==> src/rtl/axilite_read_channel.sv <==
// AXI4-Lite slave read path: accepts one read address at a time, selects the
// addressed word from the flat register vector and returns it with a response.
// Every output is driven straight from a flop.

module axilite_read_channel #(
    parameter int unsigned DATA_SIZE   = 128,
    parameter int unsigned ADDR_SIZE   = 32,
    parameter int unsigned DATA_WIDTH  = 32,
    parameter int unsigned RESP_OKAY   = 0,
    parameter int unsigned RESP_SLVERR = 2
) (
    input  logic                  clk,
    input  logic                  rst,
    input  logic [ADDR_SIZE-1:0]  araddr,
    input  logic                  arvalid,
    output logic                  arready,
    output logic [DATA_WIDTH-1:0] rdata,
    output logic [1:0]            rresp,
    output logic                  rvalid,
    input  logic                  rready,
    input  logic [DATA_SIZE-1:0]  regs
);

    localparam int unsigned NUM_REGS = DATA_SIZE / DATA_WIDTH;
    localparam int unsigned LSB      = $clog2(DATA_WIDTH / 8);

    typedef enum logic {StIdle, StResp} state_e;

    state_e                state_q, state_d;
    logic                  arready_q, arready_d;
    logic                  rvalid_q, rvalid_d;
    logic [DATA_WIDTH-1:0] rdata_q, rdata_d;
    logic [1:0]            rresp_q, rresp_d;

    logic [ADDR_SIZE-1:0]  idx;
    logic                  in_range;
    logic [DATA_WIDTH-1:0] word_sel;

    // Decode the word index; the full upper address is kept so aliases of
    // in-range words above the vector are reported as errors.
    always_comb begin
        idx      = araddr >> LSB;
        in_range = (idx < ADDR_SIZE'(NUM_REGS));
        word_sel = '0;
        for (int unsigned k = 0; k < NUM_REGS; k++) begin
            if (idx == ADDR_SIZE'(k)) begin
                word_sel = regs[k*DATA_WIDTH +: DATA_WIDTH];
            end
        end
    end

    // Next-state and registered-output logic for the two-state handshake FSM.
    always_comb begin
        state_d   = state_q;
        arready_d = arready_q;
        rvalid_d  = rvalid_q;
        rdata_d   = rdata_q;
        rresp_d   = rresp_q;
        unique case (state_q)
            StIdle: begin
                // arready comes up on the first edge after reset release
                arready_d = 1'b1;
                rvalid_d  = 1'b0;
                if (arvalid && arready_q) begin
                    state_d   = StResp;
                    arready_d = 1'b0;
                    rvalid_d  = 1'b1;
                    rdata_d   = in_range ? word_sel : '0;
                    rresp_d   = in_range ? 2'(RESP_OKAY) : 2'(RESP_SLVERR);
                end
            end
            StResp: begin
                // rdata/rresp hold until the beat is taken, and keep their values after
                if (rready) begin
                    state_d   = StIdle;
                    rvalid_d  = 1'b0;
                    arready_d = 1'b1;
                end
            end
        endcase
    end

    // State and output registers with asynchronous active-low reset.
    always_ff @(posedge clk or negedge rst) begin
        if (!rst) begin
            state_q   <= StIdle;
            arready_q <= 1'b0;
            rvalid_q  <= 1'b0;
            rdata_q   <= '0;
            rresp_q   <= '0;
        end else begin
            state_q   <= state_d;
            arready_q <= arready_d;
            rvalid_q  <= rvalid_d;
            rdata_q   <= rdata_d;
            rresp_q   <= rresp_d;
        end
    end

    assign arready = arready_q;
    assign rvalid  = rvalid_q;
    assign rdata   = rdata_q;
    assign rresp   = rresp_q;

endmodule

==> config.mk <==
export PLATFORM = sky130hd
export DESIGN_NAME = axilite_read_channel
export DESIGN_NICKNAME = d
export VERILOG_FILES = /design/src/rtl/axilite_read_channel.sv
export SDC_FILE = /design/constraint.sdc
export NUM_CORES = 1
export LEC_CHECK = 0
export CAP_MARGIN = 20
export CELL_PAD_IN_SITES_DETAIL_PLACEMENT = 0
export CELL_PAD_IN_SITES_GLOBAL_PLACEMENT = 1
export CORE_MARGIN = 5
export CORE_UTILIZATION = 25
export CTS_BUF_LIST = sky130_fd_sc_hd__clkbuf_16
export CTS_CLUSTER_DIAMETER = 50
export DETAILED_ROUTE_END_ITERATION = 16
export PLACE_DENSITY = 0.87
export SYNTH_ARGS = -nofsm -noshare
export SYNTH_HDL_FRONTEND = slang
export SYNTH_SLANG_ARGS = --single-unit
==> constraint.sdc <==
create_clock -name clk -period 2.12 [get_ports clk]
set_input_delay 0.424 -clock clk [delete_from_list [all_inputs] [get_ports clk]]
set_output_delay 0.424 -clock clk [all_outputs]
set_load 0.05 [all_outputs]
==> flow_summary.ini, run 1 <==
[setup_path]
crit_path_max_fanout = 2
cp_slowest_stage_delay_ns = 0.85
worstPathRequired_ns = 1.70
reg2reg_setup_slack_ns = 0.73
r2r_start = arready
worst_path_max_delay_cell = clkdlybuf4s50_1
cp.arrival_ns = 1.47
crit_family = buffers and inverters
path_cells = clkdlybuf4s50_1
r2r-end = rvalid
start_kind = flip-flop
reg2reg_depth = 3
crit_buf_inv = 1
endpoint_kind = output port
crit_type = flip-flop to output port

[placement]
dp_cells = 516
dp_hpwl_um = 7120
portBuffers = 196
gp_congestion = 0.693

[routing]
drt_iter0_markers = 67
drt_first_pass_iters = 4
wirelength_um = 8560
drc = 0
drtAntennaViolNets = 0
via_count = 2417
vias_per_cell = 4.62
wl_per_cell_um = 16.4

[sta]
timing.fmax_ghz = 0.528
drv_slew = 0
post-route-period-util = 0.893
relSlewSlack = 0.439
hold_violations = 0
tightest_slew_ns = 0.841
period_needed_ns = 1.89
fin_tns_setup_ns = 0
setup_viol = 0
skew_ns = 0.00468
grt_setup_unrepaired = false

[die]
rows = 35
die_area_um2 = 11700
dieHeight_um = 108
coreArea_um2 = 9330
die_x_um = 108
start_util = 0.258
io_pins = 200

[yosys]
synthMuxAreaShare = 0.304
synth_compound_area_frac = 0.115
syn_area_um2 = 2410
synth_top_area_share = 0.374
synth_nets = 366
synthXorXnorAreaFrac = 0
avgSynthCellArea_um2 = 11.9
ys_types = 19
netlist_instances = 202
yosys.area_share.adder = 0
synth-simple-area-share = 0.151
synth_area_leaders = dfrtp_1 37%, mux4_2 30%, o21ai_2 11%
synth_top_family_by_area = multiplexers
synth_seq_area_share = 0.374
yosys.area.top_type = dfrtp_1
yosysWarnings = 0
ys_ff_latch = 36

[cells_and_area]
fin_nets = 558
area_delta_synth_final_pct = 91.9
drive_gt1_frac = 0.211
seqCellArea_um2 = 901
multi_input_area_um2 = 1380
fin_cells = 523
antennaDiodeCount = 0
nFillCells = 883

[clock_network]
cts_buffers = 5
clk_transition_reported_paths_ns = 0.06
htreeDepth = 2
cts-root-buf = clkbuf_16
clockBufferDepth = 2
cts_tree = built
cts-resized-gates = 0
insertion_delay_ns = 0.27
hold_buffers = 0
cts_sinks = 36
cts_setup_buffers = 0

[job]
max_cap_violations = 0

[global_routing]
grt_max_degree = 37
globalRouteTotalUtil = 0.143
grt_pass1_wl_um = 13000
grt_pass1_vias = 2655
antenna_found_initial = 0
grt.overflow.total = 0

[pwr]
powerDensity_nw_per_um2 = 463
irDropWorstVdd_mv = 0.346
leakage_nw = 1.76

[min_path]
holdCritPathClass = input pin to asynchronous set/reset pin

[run_status]
status = finished, final reports clean
==> report_power, final <==
part	switching, mW	internal, mW	total, mW
clock	0.253	0.420	0.673
combinational	0.323	0.423	0.746
sequential	0.0132	0.708	0.721
==> synthesized netlist by cell type, drive strengths merged <==
cell,instances
and4,1
buf,12
clkbuf,6
conb,1
dfrtp,36
inv,1
mux2,1
mux4,32
nand2,66
nand2b,1
nand4,1
nor2,3
nor4,7
o21ai,33
or2,1
==> how the worst max path moves through the flow <==
stage	start	end	slack, ns	cells after the start
final	rresp[1]	rresp[1]	0.23	1
after global routing	rdata[23]	rdata[23]	0.17	1
after CTS	rresp[1]	rresp[1]	0.21	1
after detailed placement	araddr[29]	rdata[22]	0.1	6
after global placement	araddr[27]	rdata[22]	0.15	6
after floorplan	arready	rdata[10]	0.50	6
==> routing by layer <==
| layer | track usage | vias to the layer above | share of wire | routed length [µm] |
|---|---|---|---|---|
| met5 | 0 | - | 0 | 0 |
| met4 | 0.0406 | 0 | 0.016 | 141 |
| met3 | 0.0531 | 9 | 0.11 | 937 |
| met2 | 0.264 | 120 | 0.54 | 4620 |
| met1 | 0.153 | 1165 | 0.33 | 2870 |
| li1 | - | 1123 | - | - |
==> flip-flops by register name, summed over array words and instances (netlist names) <==
name and count:
arready 1, state_q 1, rvalid 1, rresp 1, rdata 32
==> cells in the final DEF, fill, tap and decap left out, drive strengths merged <==
cell           synthesis  routed
clkdlybuf4s50          0     194
nand4                  1       1
buf                   12       9
nand2b                 1       1
nor4                   7       7
and4                   1       1
nor2                   3       3
or2                    1       1
o21ai                 33      33
nand2                 66      66
inv                    1       1
dfrtp                 36      36
mux4                  32      32
clkinv                 0       2
mux2                   1       1
clkbuf                 6       5
conb                   1       1
==> logic make-up (layout without fill, tap and decap cells) <==
kind of cell / after synthesis / count (layout)
AND/OR/NAND/NOR: 80 / 80
flip-flops: 36 / 36
AO/OA/AOI/OAI: 33 / 33
multiplexers: 33 / 33
buffers and inverters: 19 / 211
other: 1 / 1
==> final cells by class <==
class | instances | area share
flip-flops and latches | 36 | 0.195
well taps | 129 | 0.0349
clock inverters | 2 | 0.00162
clock buffers | 5 | 0.0271
inverters | 1 | 0.000812
multi-input cells | 147 | 0.299
repair buffers | 203 | 0.442
==> metrics by stage <==
step	setup slack [ns]	hold slack (ns)	total power [mW]	area (µm²)	util
final	0.228	0.263	2.14	4620	0.495
after global routing	0.175	0.333	2.27	4620	0.495
after CTS	0.210	0.294	2.18	4620	0.495
after detailed placement	0.0988	0.467	1.49	4490	0.481
after global placement	0.155	0.460	1.48	4490	0.481
after floorplan	0.497	0.128	1.08	2410	-
Power figures use the tool's default switching activity.
==> run 2: changes to the inputs <==
--- a/config.mk
+++ b/config.mk
@@ -14,6 +14,7 @@
 export CTS_CLUSTER_DIAMETER = 50
 export DETAILED_ROUTE_END_ITERATION = 16
 export PLACE_DENSITY = 0.87
+export SLEW_MARGIN = 25
 export SYNTH_ARGS = -nofsm -noshare
 export SYNTH_HDL_FRONTEND = slang
 export SYNTH_SLANG_ARGS = --single-unit
==> results of run 2 <==
Final layout, timing and power as in run 1 (identical DEF).
==> run 3: changes to the inputs <==
--- a/config.mk
+++ b/config.mk
@@ -5,7 +5,7 @@
 export SDC_FILE = /design/constraint.sdc
 export NUM_CORES = 1
 export LEC_CHECK = 0
-export CAP_MARGIN = 20
+export CAP_MARGIN = 40
 export CELL_PAD_IN_SITES_DETAIL_PLACEMENT = 0
 export CELL_PAD_IN_SITES_GLOBAL_PLACEMENT = 1
 export CORE_MARGIN = 5
==> flow_summary.ini, run 3 (synthesized netlist as in run 1, its figures left out) <==
[setup_path]
cp.arrival_ns = 1.47
r2r-end = rvalid
cp_slowest_stage_delay_ns = 0.85
reg2reg_setup_slack_ns = 0.73
cp-startpoint = rresp[1]
worstPathRequired_ns = 1.70
path_cells = clkdlybuf4s50_1
crit_family = buffers and inverters
start_kind = flip-flop
r2r_start = arready
reg2reg_depth = 3
crit_path_max_fanout = 2
endpoint_kind = output port
crit_end = rresp[1]
worst_path_max_delay_cell = clkdlybuf4s50_1
crit_buf_inv = 1
crit_type = flip-flop to output port
cp.depth = 1

[cells_and_area]
final_cell_mix = 194 x clkdlybuf4s50_1, 66 x nand2_1, 36 x dfrtp_1
multi_input_area_um2 = 1380
nFillCells = 879
postLayoutCellArea_um2 = 4650
drive_gt1_frac = 0.213
utilization = 0.498
layout_commonest_cell = clkdlybuf4s50_1
largest_reg_flops = 32
fin_nets = 559
seqCellArea_um2 = 901
area_delta_synth_final_pct = 93.1
antennaDiodeCount = 0
fin_cells = 524

[sta]
period_needed_ns = 1.90
skew_ns = 0.00441
fin_tns_setup_ns = 0
setup_viol = 0
grt_setup_unrepaired = false
tightest_slew_ns = 0.677
worst_slack_ns = 0.222
hold_violations = 0
hold-worst-slack_ns = 0.0890
post-route-period-util = 0.895
drv_slew = 0
relSlewSlack = 0.549
timing.fmax_ghz = 0.527

[clock_network]
cts-root-buf = clkbuf_16
cts_tree = built
hold_buffers = 0
clk_transition_reported_paths_ns = 0.06
cts_sinks = 36
clockBufferDepth = 2
cts_buffers = 5
cts_setup_buffers = 0
cts-resized-gates = 0
insertion_delay_ns = 0.27
htreeDepth = 2

[die]
coreArea_um2 = 9330
dieHeight_um = 108
die_area_um2 = 11700
rows = 35
start_util = 0.258
io_pins = 200
die_x_um = 108

[min_path]
holdCritPathClass = input pin to asynchronous set/reset pin

[placement]
dp_hpwl_um = 7120
portBuffers = 196
pre_cts_ws_ns = 0.0988
dp_cells = 516
place_area_um2 = 4490
gp_congestion = 0.693

[global_routing]
globalRouteTotalUtil = 0.143
grt_pass1_wl_um = 13000
grt.overflow.total = 0
grt_pass1_vias = 2655
antenna_found_initial = 0
grt_max_degree = 37

[routing]
wl_per_cell_um = 16.4
drt_iter0_markers = 62
drc = 0
drt_first_pass_iters = 4
wirelength_um = 8570
vias_per_cell = 4.65
via_count = 2437
drtAntennaViolNets = 0

[pwr]
irDropWorstVdd_mv = 0.346
power_mw = 2.14
powerDensity_nw_per_um2 = 461
leakage_nw = 1.77

[job]
max_cap_violations = 0

[run_status]
status = finished, final reports clean
-- run 3: cell count changes in the layout (fill, tap and decap cells not counted), sizes merged --
cell / before / now
buf: 9 / 10
-- run 3: report_power, final --
group          total, mW  switching, mW  internal (mW)
clock network      0.672          0.252          0.420
logic              0.751          0.323          0.428
registers          0.721         0.0130          0.708
-- run 3: worst min path at each step --
stage,startpoint,cells after the start,to
after CTS,rst,1,state_q
after floorplan,rst,0,arready
after global placement,rdata[25],2,rdata[25]
after detailed placement,rdata[26],2,rdata[26]
final,rst,1,state_q
after global routing,rst,1,state_q
-- run 3: area by class of cell --
cell class / instances / area share
Inverter: 1 / 0.000808
Clock inverter: 2 / 0.00162
Sequential cell: 36 / 0.194
Clock buffer: 5 / 0.0269
Timing Repair Buffer: 204 / 0.445
Multi-Input combinational cell: 147 / 0.297
Tap cell: 129 / 0.0347
-- run 3: routing by layer --
| metal | wire length (µm) | part of all wire | global-route usage | up-vias |
|---|---|---|---|---|
| met5 | 0 | 0 | 0 | - |
| met1 | 2880 | 0.34 | 0.153 | 1180 |
| met3 | 915 | 0.11 | 0.0531 | 9 |
| met2 | 4630 | 0.54 | 0.264 | 120 |
| met4 | 141 | 0.016 | 0.0406 | 0 |
| li1 | - | - | - | 1128 |
